**src/rtl/axis_fir_pkg.sv**
```systemverilog
// Shared types and helpers for the programmable AXI-Stream FIR filter.
package axis_fir_pkg;

   // Packet-level control state of the filter.
   typedef enum logic [1:0] {
      ST_IDLE  = 2'd0,
      ST_RUN   = 2'd1,
      ST_DRAIN = 2'd2
   } fir_state_e;

   // Result selection when the accumulator is narrowed to the output width.
   typedef enum logic [1:0] {
      SEL_PASS = 2'd0,
      SEL_MAX  = 2'd1,
      SEL_MIN  = 2'd2
   } narrow_sel_e;

   // Input handshake to output valid, in clock cycles, with no stall.
   localparam int LATENCY = 3;

   // Full-precision accumulator width for a given filter geometry.
   function automatic int acc_width(input int din_w, input int tap_w, input int num_taps);
      return din_w + tap_w + $clog2(num_taps);
   endfunction

   // Coefficient address width, never narrower than one bit.
   function automatic int addr_width(input int num_taps);
      return (num_taps > 1) ? $clog2(num_taps) : 1;
   endfunction

   // Decide how an accumulator value maps onto the narrower output:
   // pass the low bits when it fits (or wrapping is wanted), else clamp by sign.
   function automatic narrow_sel_e narrow_select(input logic fits, input logic neg, input logic sat_en);
      narrow_sel_e sel;
      if (fits || !sat_en) begin
         sel = SEL_PASS;
      end else if (neg) begin
         sel = SEL_MIN;
      end else begin
         sel = SEL_MAX;
      end
      return sel;
   endfunction

endpackage

```
**src/rtl/axis_skid_buffer.sv**
```systemverilog
// One-entry output skid buffer carrying data and tlast. While it holds a
// beat the upstream pipeline is frozen (full is high).
module axis_skid_buffer
#(
   parameter int DATA_W = 8
)
(
   input  logic              clk,
   input  logic              rst,
   input  logic              in_valid,
   input  logic [DATA_W-1:0] in_data,
   input  logic              in_last,
   input  logic              out_ready,
   output logic              out_valid,
   output logic [DATA_W-1:0] out_data,
   output logic              out_last,
   output logic              full
);

   logic              full_r;
   logic [DATA_W-1:0] data_r;
   logic              last_r;

   // Capture a stalled beat when empty; release it once downstream is ready.
   always_ff @(posedge clk or posedge rst) begin
      if (rst) begin
         full_r <= 1'b0;
         data_r <= '0;
         last_r <= 1'b0;
      end else if (full_r) begin
         if (out_ready) begin
            full_r <= 1'b0;
         end
      end else if (in_valid && !out_ready) begin
         full_r <= 1'b1;
         data_r <= in_data;
         last_r <= in_last;
      end
   end

   assign out_valid = full_r || in_valid;
   assign out_data  = full_r ? data_r : in_data;
   assign out_last  = full_r ? last_r : in_last;
   assign full      = full_r;

endmodule

```
**src/rtl/axis_fir_filter_prog.sv**
```systemverilog
// Programmable direct-form FIR filter with AXI-Stream input/output.
// Three register stages: delay line, per-tap products, accumulated sum.
// A one-entry skid buffer on the output freezes the pipeline on backpressure.
module axis_fir_filter_prog
   import axis_fir_pkg::*;
#(
   parameter int NUM_TAPS       = 4,
   parameter int TAP_WIDTH      = 8,
   parameter int DATA_IN_WIDTH  = 8,
   parameter int DATA_OUT_WIDTH = 18,
   parameter int SATURATE       = 1
)
(
   input  logic                                clk,
   input  logic                                rst,
   input  logic signed [DATA_IN_WIDTH-1:0]     s_axis_tdata,
   input  logic                                s_axis_tvalid,
   input  logic                                s_axis_tlast,
   output logic                                s_axis_tready,
   output logic signed [DATA_OUT_WIDTH-1:0]    m_axis_tdata,
   output logic                                m_axis_tvalid,
   output logic                                m_axis_tlast,
   input  logic                                m_axis_tready,
   input  logic                                coef_wr_en,
   input  logic [addr_width(NUM_TAPS)-1:0]     coef_addr,
   input  logic signed [TAP_WIDTH-1:0]         coef_wdata,
   output logic                                busy
);

   localparam int ACC_WIDTH = acc_width(DATA_IN_WIDTH, TAP_WIDTH, NUM_TAPS);
   localparam int PROD_W    = DATA_IN_WIDTH + TAP_WIDTH;

   fir_state_e                  state_r;
   fir_state_e                  state_nxt_s;
   logic                        advance_s;
   logic                        in_hs_s;
   logic                        out_hs_s;
   logic                        coef_we_s;
   logic                        clear_dl_s;
   logic                        skid_full_s;

   logic signed [TAP_WIDTH-1:0]     h_r    [NUM_TAPS];
   logic signed [DATA_IN_WIDTH-1:0] dl_r   [NUM_TAPS];
   logic signed [PROD_W-1:0]        prod_r [NUM_TAPS];
   logic signed [ACC_WIDTH-1:0]     sum_s;
   logic signed [ACC_WIDTH-1:0]     acc3_r;
   logic [DATA_OUT_WIDTH-1:0]       narrow_s;
   logic                            valid1_r, last1_r;
   logic                            valid2_r, last2_r;
   logic                            valid3_r, last3_r;

   // The whole pipeline holds while the skid buffer is occupied.
   assign advance_s     = !skid_full_s;
   assign s_axis_tready = !skid_full_s && (state_r != ST_DRAIN);
   assign in_hs_s       = s_axis_tvalid && s_axis_tready;
   assign out_hs_s      = m_axis_tvalid && m_axis_tready;
   assign busy          = (state_r != ST_IDLE);
   assign coef_we_s     = coef_wr_en && !busy && !in_hs_s;
   assign clear_dl_s    = (state_nxt_s == ST_IDLE) && (state_r != ST_IDLE);

   // Packet state register.
   always_ff @(posedge clk or posedge rst) begin
      if (rst) begin
         state_r <= ST_IDLE;
      end else begin
         state_r <= state_nxt_s;
      end
   end

   // Packet state transitions: a tlast input closes intake until its output leaves.
   always_comb begin
      state_nxt_s = state_r;
      case (state_r)
         ST_IDLE: begin
            if (in_hs_s) begin
               state_nxt_s = s_axis_tlast ? ST_DRAIN : ST_RUN;
            end else begin
               state_nxt_s = ST_IDLE;
            end
         end
         ST_RUN: begin
            if (in_hs_s && s_axis_tlast) begin
               state_nxt_s = ST_DRAIN;
            end else begin
               state_nxt_s = ST_RUN;
            end
         end
         ST_DRAIN: begin
            if (out_hs_s && m_axis_tlast) begin
               state_nxt_s = ST_IDLE;
            end else begin
               state_nxt_s = ST_DRAIN;
            end
         end
         default: begin
            state_nxt_s = ST_IDLE;
         end
      endcase
   end

   // Coefficient bank: identity after reset, writable only between packets.
   always_ff @(posedge clk or posedge rst) begin
      if (rst) begin
         for (int k = 0; k < NUM_TAPS; k++) begin
            h_r[k] <= '0;
         end
         h_r[0] <= TAP_WIDTH'(1'b1);
      end else begin
         for (int k = 0; k < NUM_TAPS; k++) begin
            if (coef_we_s && (int'(coef_addr) == k)) begin
               h_r[k] <= coef_wdata;
            end
         end
      end
   end

   // Stage 1: delay line shifts on each accepted sample, cleared between packets.
   always_ff @(posedge clk or posedge rst) begin
      if (rst) begin
         for (int k = 0; k < NUM_TAPS; k++) begin
            dl_r[k] <= '0;
         end
      end else if (clear_dl_s) begin
         for (int k = 0; k < NUM_TAPS; k++) begin
            dl_r[k] <= '0;
         end
      end else if (in_hs_s) begin
         dl_r[0] <= s_axis_tdata;
         for (int k = 1; k < NUM_TAPS; k++) begin
            dl_r[k] <= dl_r[k-1];
         end
      end
   end

   // Stage 1..3 valid/last, stage 2 products and stage 3 sum; all hold on stall.
   always_ff @(posedge clk or posedge rst) begin
      if (rst) begin
         valid1_r <= 1'b0;
         last1_r  <= 1'b0;
         valid2_r <= 1'b0;
         last2_r  <= 1'b0;
         valid3_r <= 1'b0;
         last3_r  <= 1'b0;
         acc3_r   <= '0;
         for (int k = 0; k < NUM_TAPS; k++) begin
            prod_r[k] <= '0;
         end
      end else if (advance_s) begin
         valid1_r <= in_hs_s;
         last1_r  <= in_hs_s && s_axis_tlast;
         valid2_r <= valid1_r;
         last2_r  <= last1_r;
         valid3_r <= valid2_r;
         last3_r  <= last2_r;
         acc3_r   <= sum_s;
         for (int k = 0; k < NUM_TAPS; k++) begin
            prod_r[k] <= PROD_W'(dl_r[k]) * PROD_W'(h_r[k]);
         end
      end
   end

   // Full-precision adder tree over the registered products.
   always_comb begin
      sum_s = '0;
      for (int k = 0; k < NUM_TAPS; k++) begin
         sum_s = sum_s + ACC_WIDTH'(prod_r[k]);
      end
   end

   generate
      if (DATA_OUT_WIDTH >= ACC_WIDTH) begin : g_extend
         // Output is at least as wide as the accumulator: sign-extend.
         always_comb begin
            narrow_s = DATA_OUT_WIDTH'(acc3_r);
         end
      end else begin : g_narrow
         logic [ACC_WIDTH-DATA_OUT_WIDTH:0] upper_s;
         logic                              fits_s;
         narrow_sel_e                       sel_s;

         // Value fits when all bits from the output sign bit upward agree.
         always_comb begin
            upper_s = acc3_r[ACC_WIDTH-1:DATA_OUT_WIDTH-1];
            fits_s  = (&upper_s) || !(|upper_s);
            sel_s   = narrow_select(fits_s, acc3_r[ACC_WIDTH-1], SATURATE != 0);
            case (sel_s)
               SEL_MAX:  narrow_s = {1'b0, {(DATA_OUT_WIDTH-1){1'b1}}};
               SEL_MIN:  narrow_s = {1'b1, {(DATA_OUT_WIDTH-1){1'b0}}};
               SEL_PASS: narrow_s = acc3_r[DATA_OUT_WIDTH-1:0];
               default:  narrow_s = acc3_r[DATA_OUT_WIDTH-1:0];
            endcase
         end
      end
   endgenerate

   axis_skid_buffer #(
      .DATA_W (DATA_OUT_WIDTH)
   ) u_skid (
      .clk       (clk),
      .rst       (rst),
      .in_valid  (valid3_r),
      .in_data   (narrow_s),
      .in_last   (last3_r),
      .out_ready (m_axis_tready),
      .out_valid (m_axis_tvalid),
      .out_data  (m_axis_tdata),
      .out_last  (m_axis_tlast),
      .full      (skid_full_s)
   );

endmodule

```
**config.mk**
```make
export PLATFORM = sky130hd
export DESIGN_NAME = axis_fir_filter_prog
export DESIGN_NICKNAME = d
export VERILOG_FILES = /design/src/rtl/axis_fir_pkg.sv /design/src/rtl/axis_skid_buffer.sv /design/src/rtl/axis_fir_filter_prog.sv
export SDC_FILE = /design/constraint.sdc
export NUM_CORES = 1
export LEC_CHECK = 0
export CORE_MARGIN = 2
export CORE_UTILIZATION = 35
export CTS_CLUSTER_SIZE = 12
export DETAILED_ROUTE_END_ITERATION = 7
export GPL_TIMING_DRIVEN = 0
export PLACE_DENSITY = 0.6
export SLEW_MARGIN = 30
export SYNTH_ARGS = -nofsm -noshare
export SYNTH_HDL_FRONTEND = slang
export SYNTH_SLANG_ARGS = --single-unit
```
**constraint.sdc**
```tcl
create_clock -name clk -period 15.6 [get_ports clk]
set_input_delay 2.34 -clock clk [delete_from_list [all_inputs] [get_ports clk]]
set_output_delay 2.34 -clock clk [all_outputs]
set_load 0.03 [all_outputs]
```
==> run metrics, run 1 <==
most frequent cells in the layout 330 x inv_1, 253 x fa_1, 199 x nand2_1; most frequent CP cell clkbuf_1; slew margin rel. 0.3852; ys async rst share 1.000; Seq/Total Area, Yosys 0.2401; setup violators final 0; Area contributors post-synth fa_1 28%, dfrtp_1 24%, ha_1 9.2%; Tightest Hold Check Type reg2reg; Initial DRC Count 672; fin crit period 6.621 ns; dominant cell type by area after synthesis fa_1; outcome finished, final reports clean; hold buffer count at CTS 0; Worst Skew 0.007956 ns; vias 12,457; nets 2,309; gr usage total 0.1730; post-synthesis cell count 1,834; initial antenna violation count 3; Core Rows 83; Stages on worst setup path 6; port bufs 45; dominant synthesized flop cell dfrtp_1; Worst Path Buf+Inv 5; delay-heaviest family, CP buffers and inverters; Fmax 151.0 MHz; Die Height 231.6 um; M1 WL 20.98 mm; Starting Density 0.3535; top layer used by detailed routing met4; R2R depth 16; commonest non-fill, non-tap cell in the layout inv_1; worst-path cell chain buf_2 > clkbuf_1 > clkbuf_1 > buf_1 > mux2_2 > clkdlybuf4s50_1; Clk Latency, worst-skew pair 0.45 ns; Worst Hold Slack 0.4855 ns; Avg Inst Size Synth 9.890 sq um; setup ws final 8.979 ns; CP Max Fanout 10; DP HPWL 35.78 mm; vias in the first global route 13,240; met3 wire len 2.064 mm; DRT Wirelength 43.86 mm; Ys Warns 0; largest net degree at the start of global routing 92; critical path endpoint category output port; cts bufs inserted 17; CTS resizes 0; clock buffer depth 2; type of origin of the critical path flip-flop; setup_tns 0 ns; Worst Path Required 13.26 ns; setup bufs post-CTS 0; gr ovfl total 0; total core area 0.05130 sq mm; fin crit share 0.4244; router iterations before antenna repair 5; final hold violations 0; RSZ-0062 raised after global routing false; die area 0.05366 sq mm; Post-Place Setup Slack 9.410 ns; post-synth top area share 0.2792; Slew Viols, Final 0; CTS tree built; number of synthesized flops with an enable pin 0; WS Path Type reg2out; Yosys cell types 53; Reg clk slew, reported paths 0.07 ns; MaxCap Viol Count 0; DR WL/cell 16.91 um; max incr delay on CP 0.76 ns; via-per-instance ratio 4.804; Root Buffer clkbuf_16; metal2 WL 20.44 mm; synthesized area 0.01814 sq mm; syn nets 2,244; CTS H-tree lvls 4; worst hold path depth 2; Residual DRC 0; #FFs+latches synth 174; global-route wire length before repair 72.22 mm; Die W 231.6 um; Slew @ Worst Pin 0.9221 ns; layout cells sized above 1 0.07326; Sink Count 174; antenna viol nets, final 0; Placer Congestion 0.8371; CP Data Arrival Time 4.28 ns; Ports 46; synth-to-layout area growth 10.60%; CP max stage cell clkbuf_1
==> per-layer routing <==
metal / vias up / track usage
met1: 6314 / 0.2435
met2: 240 / 0.2825
met4: 0 / 0.02885
met3: 23 / 0.03088
met5: - / 0
li1: 5880 / -
==> cells by family after synthesis <==
kind of cell,Yosys count,synth area share
mux,100,0.06188
simple gates,488,0.1361
compound gates,228,0.07719
buf+inv,390,0.08085
fa+ha+maj,386,0.3710
flops,174,0.2401
xor+xnor,68,0.03284
==> metrics by stage <==
step | cell area (sq um) | instances | util
after floorplan | 18140 | 1834 | -
final | 20060 | 2593 | 0.3910
after global routing | 20050 | 2591 | 0.3909
after CTS | 20050 | 2591 | 0.3909
after global placement | 19440 | 2559 | 0.3789
after detailed placement | 19470 | 2560 | 0.3796
==> Yosys cell counts, types with 7 or more instances <==
cell	count
inv_1	331
dfrtp_1	173
fa_1	253
nand3_1	9
nor2_1	36
xor2_1	26
a21o_1	17
nand2b_1	12
nand2_1	199
ha_1	133
mux2_2	97
nor2b_1	36
and2_1	171
a21oi_1	70
o21bai_1	7
xnor2_1	42
o31ai_1	7
a211oi_1	10
o21ai_0	75
clkbuf_1	51
==> cell type report <==
type / instances / area [sq um]
repair buffers: 46 / 478.0
inverters: 332 / 1254
well taps: 680 / 850.8
diodes: 2 / 5.005
clock buffers: 19 / 442.9
clock inverters: 12 / 136.4
plain buffers: 58 / 221.5
multi-input cells: 1270 / 12320
fillers: 5152 / 31240
flip-flops and latches: 174 / 4355
==> final timing paths <==
path,from,to,slack (ns)
worst min-delay path,last1_r,last1_r,0.49
worst min register to register,last1_r,last1_r,0.49
max in group asynchronous,rst,state_r[0],12.34
worst max-delay path,u_skid.full,m_axis_tdata[17],8.98
min in group asynchronous,rst,acc3_r[3],2.37
worst max register to register,dl_r[31],prod_r[63],10.44
==> registers in the layout, indices dropped and copies added (netlist names) <==
register       count
prod_r            64
u_skid.last_r      1
last2_r            1
last3_r            1
state_r            2
valid2_r           1
acc3_r            18
h_r               32
dl_r              32
valid3_r           1
valid1_r           1
u_skid.full        1
last1_r            1
u_skid.data_r     18
==> tightest hold or removal path, cell delays in order, from the launching register on <==
cell and delay (ns):
dfrtp_1 0.34, nand2_1 0.06, nand2_1 0.06
Power of run 1 is left out: the tool's default activity adds up to more than one toggle a clock period on the data nets, which glitch-free logic cannot reach.
==> inputs of run 2 (changes only) <==
==> constraint.sdc (replaced) <==
create_clock -name clk -period 6.94 [get_ports clk]
set_input_delay 1.041 -clock clk [delete_from_list [all_inputs] [get_ports clk]]
set_output_delay 1.041 -clock clk [all_outputs]
set_load 0.03 [all_outputs]
==> results of run 2 <==
The final DEF is identical to that of run 1. Status: finished, final reports clean.
Main changes from that run: setup slack after placement 9.410 ns -> 1.764 ns; setup slack after layout 8.979 ns -> 1.618 ns; register-to-register setup slack 10.44 ns -> 1.78 ns
Power of run 2 is left out for the same reason.
==> inputs of run 3 (changes only) <==
==> constraint.sdc (replaced) <==
create_clock -name clk -period 5.3 [get_ports clk]
set_input_delay 0.795 -clock clk [delete_from_list [all_inputs] [get_ports clk]]
set_output_delay 0.795 -clock clk [all_outputs]
set_load 0.03 [all_outputs]
==> run 3 against run 2 <==
Critical endpoint is now prod_r[63]. Utilization increased by 0.22 points. Setup slack got worse by 1.3 ns. Final cell count grew 0.15%. Largest cell class unchanged. First-iteration DRC count shrank 6.3%. Via count increased by 0.45%. Routed wire length up 0.12%. Critical path depth is 10 higher. Hold slack lost 0.0076 ns.
==> run metrics, run 3 (synthesized netlist as in run 1, its figures left out) <==
outcome finished, final reports clean; final hold violations 0; Residual DRC 0; Die Height 231.6 um; Sink Count 174; via-per-instance ratio 4.818; vias 12,513; Starting Density 0.3535; DR WL/cell 16.91 um; gr usage total 0.1713; commonest non-fill, non-tap cell in the layout inv_1; top flop regs prod_r (64), dl_r (32), h_r (32); setup violators final 0; nets 2,313; die area 0.05366 sq mm; total core area 0.05130 sq mm; Tightest Hold Check Type reg2reg; MaxCap Viol Count 0; max incr delay on CP 0.55 ns; global-route wire length before repair 71.15 mm; worst hold path depth 2; initial antenna violation count 0; CTS tree built; CP Max Fanout 10; clock buffer depth 2; Worst Skew 0.01148 ns; Reg with most FFs prod_r; most frequent cells in the layout 330 x inv_1, 253 x fa_1, 199 x nand2_1; critical path endpoint category flip-flop; slew margin rel. 0.3743; Reg clk slew, reported paths 0.07 ns; reg-to-reg startpoint dl_r[29]; gr ovfl total 0; r2r endpoint prod_r[63]; worst hold path startpoint last1_r; fin crit share 0.9487; hold buffer count at CTS 0; synth-to-layout area growth 11.21%; Root Buffer clkbuf_16; Clk Latency, worst-skew pair 0.45 ns; Placer Congestion 0.8411; worst-path cell chain clkbuf_1 > nand2_1 > fa_1 > fa_1 > inv_1 > fa_1 > inv_1 > fa_1 > inv_1 > ha_1 > a21oi_1 > o21ai_0 > a211oi_1 > o21ai_0 > xnor2_1 > mux2_2; WS Path Type reg2reg; most frequent CP cell fa_1; flop2flop setup slack 0.27 ns; CP Data Arrival Time 5.36 ns; Slew Viols, Final 0; max reg flops 64; vias in the first global route 13,181; setup_tns 0 ns; cts bufs inserted 17; largest net degree at the start of global routing 31; fill count 5,038; type of origin of the critical path flip-flop; router iterations before antenna repair 5; Fmax 198.9 MHz; Die W 231.6 um; RSZ-0062 raised after global routing false; Initial DRC Count 630; DRT Wirelength 43.91 mm; R2R depth 16; CP max stage cell fa_1; fin crit period 5.028 ns; layout cells sized above 1 0.07829; DP HPWL 36.09 mm; Ports 46; port bufs 45; Worst Path Required 5.63 ns; Core Rows 83; Slew @ Worst Pin 0.9385 ns; antenna viol nets, final 0; WHS Endpoint last1_r; CTS H-tree lvls 4
[run 3: changes by cell type in the layout (fill, tap and decap cells not counted), moves of 2 or more]
cell	previous run	this run
clkbuf_1	51	47
buf_12	0	5
clkinvlp_4	3	5
clkbuf_2	1	3
[run 3: worst max path at each step]
stage                  endpoint  slack, ns         from
6_report             prod_r[63]       0.27     dl_r[29]
5_1_grt              prod_r[63]       0.02     dl_r[29]
4_1_cts        m_axis_tdata[17]       0.11  u_skid.full
3_5_place_dp         prod_r[63]       0.13     dl_r[31]
3_3_place_gp         prod_r[63]       0.26     dl_r[31]
2_1_floorplan        prod_r[15]       0.90      dl_r[7]
[run 3: area by class of cell]
cell class	instances	area [sq um]	area share
multi-input combinational	1270	12320	0.6109
sequential	174	4355	0.2159
inverter	332	1250	0.06197
tap	680	850.8	0.04218
timing repair buffer	52	605.6	0.03002
clock buffer	18	429.2	0.02128
buffer	56	216.5	0.01073
clock inverter	14	137.6	0.006823
antenna	1	2.502	0.0001241
[run 3: per-stage QoR]
step / instance area, sq um / std cells / hold slack (ns) / utilization / setup slack [ns]
2_1_floorplan: 18140 / 1834 / 0.4453 / - / 0.8989
3_3_place_gp: 19440 / 2559 / 0.4661 / 0.3790 / 0.2560
3_5_place_dp: 19600 / 2566 / 0.4673 / 0.3820 / 0.1311
4_1_cts: 20170 / 2598 / 0.4850 / 0.3931 / 0.1125
5_1_grt: 20170 / 2596 / 0.5090 / 0.3931 / 0.01599
6_report: 20170 / 2597 / 0.4779 / 0.3932 / 0.2716
[run 3: routing by layer]
layer  track usage  share of wire
met1        0.2382           0.47
met2        0.2757           0.46
met3       0.03568          0.052
met4       0.03606          0.017
met5             0              0
[run 3: timing repair]
item | CTS | global route
endpoints found under the hold margin | 0 | 0
resized for setup | 0 | 4
setup endpoints to repair | 0 | 3
buffers inserted | 0 | 0
[run 3: critical path: cells and delay by family (launching register included)]
kind	cells	cell delay, ns
flops	1	0.32
fa+ha+maj	5	2.36
compound gates	4	0.94
buf+inv	4	0.64
simple gates	1	0.16
xor+xnor	1	0.19
mux	1	0.29
Power of run 3 is left out for the same reason.
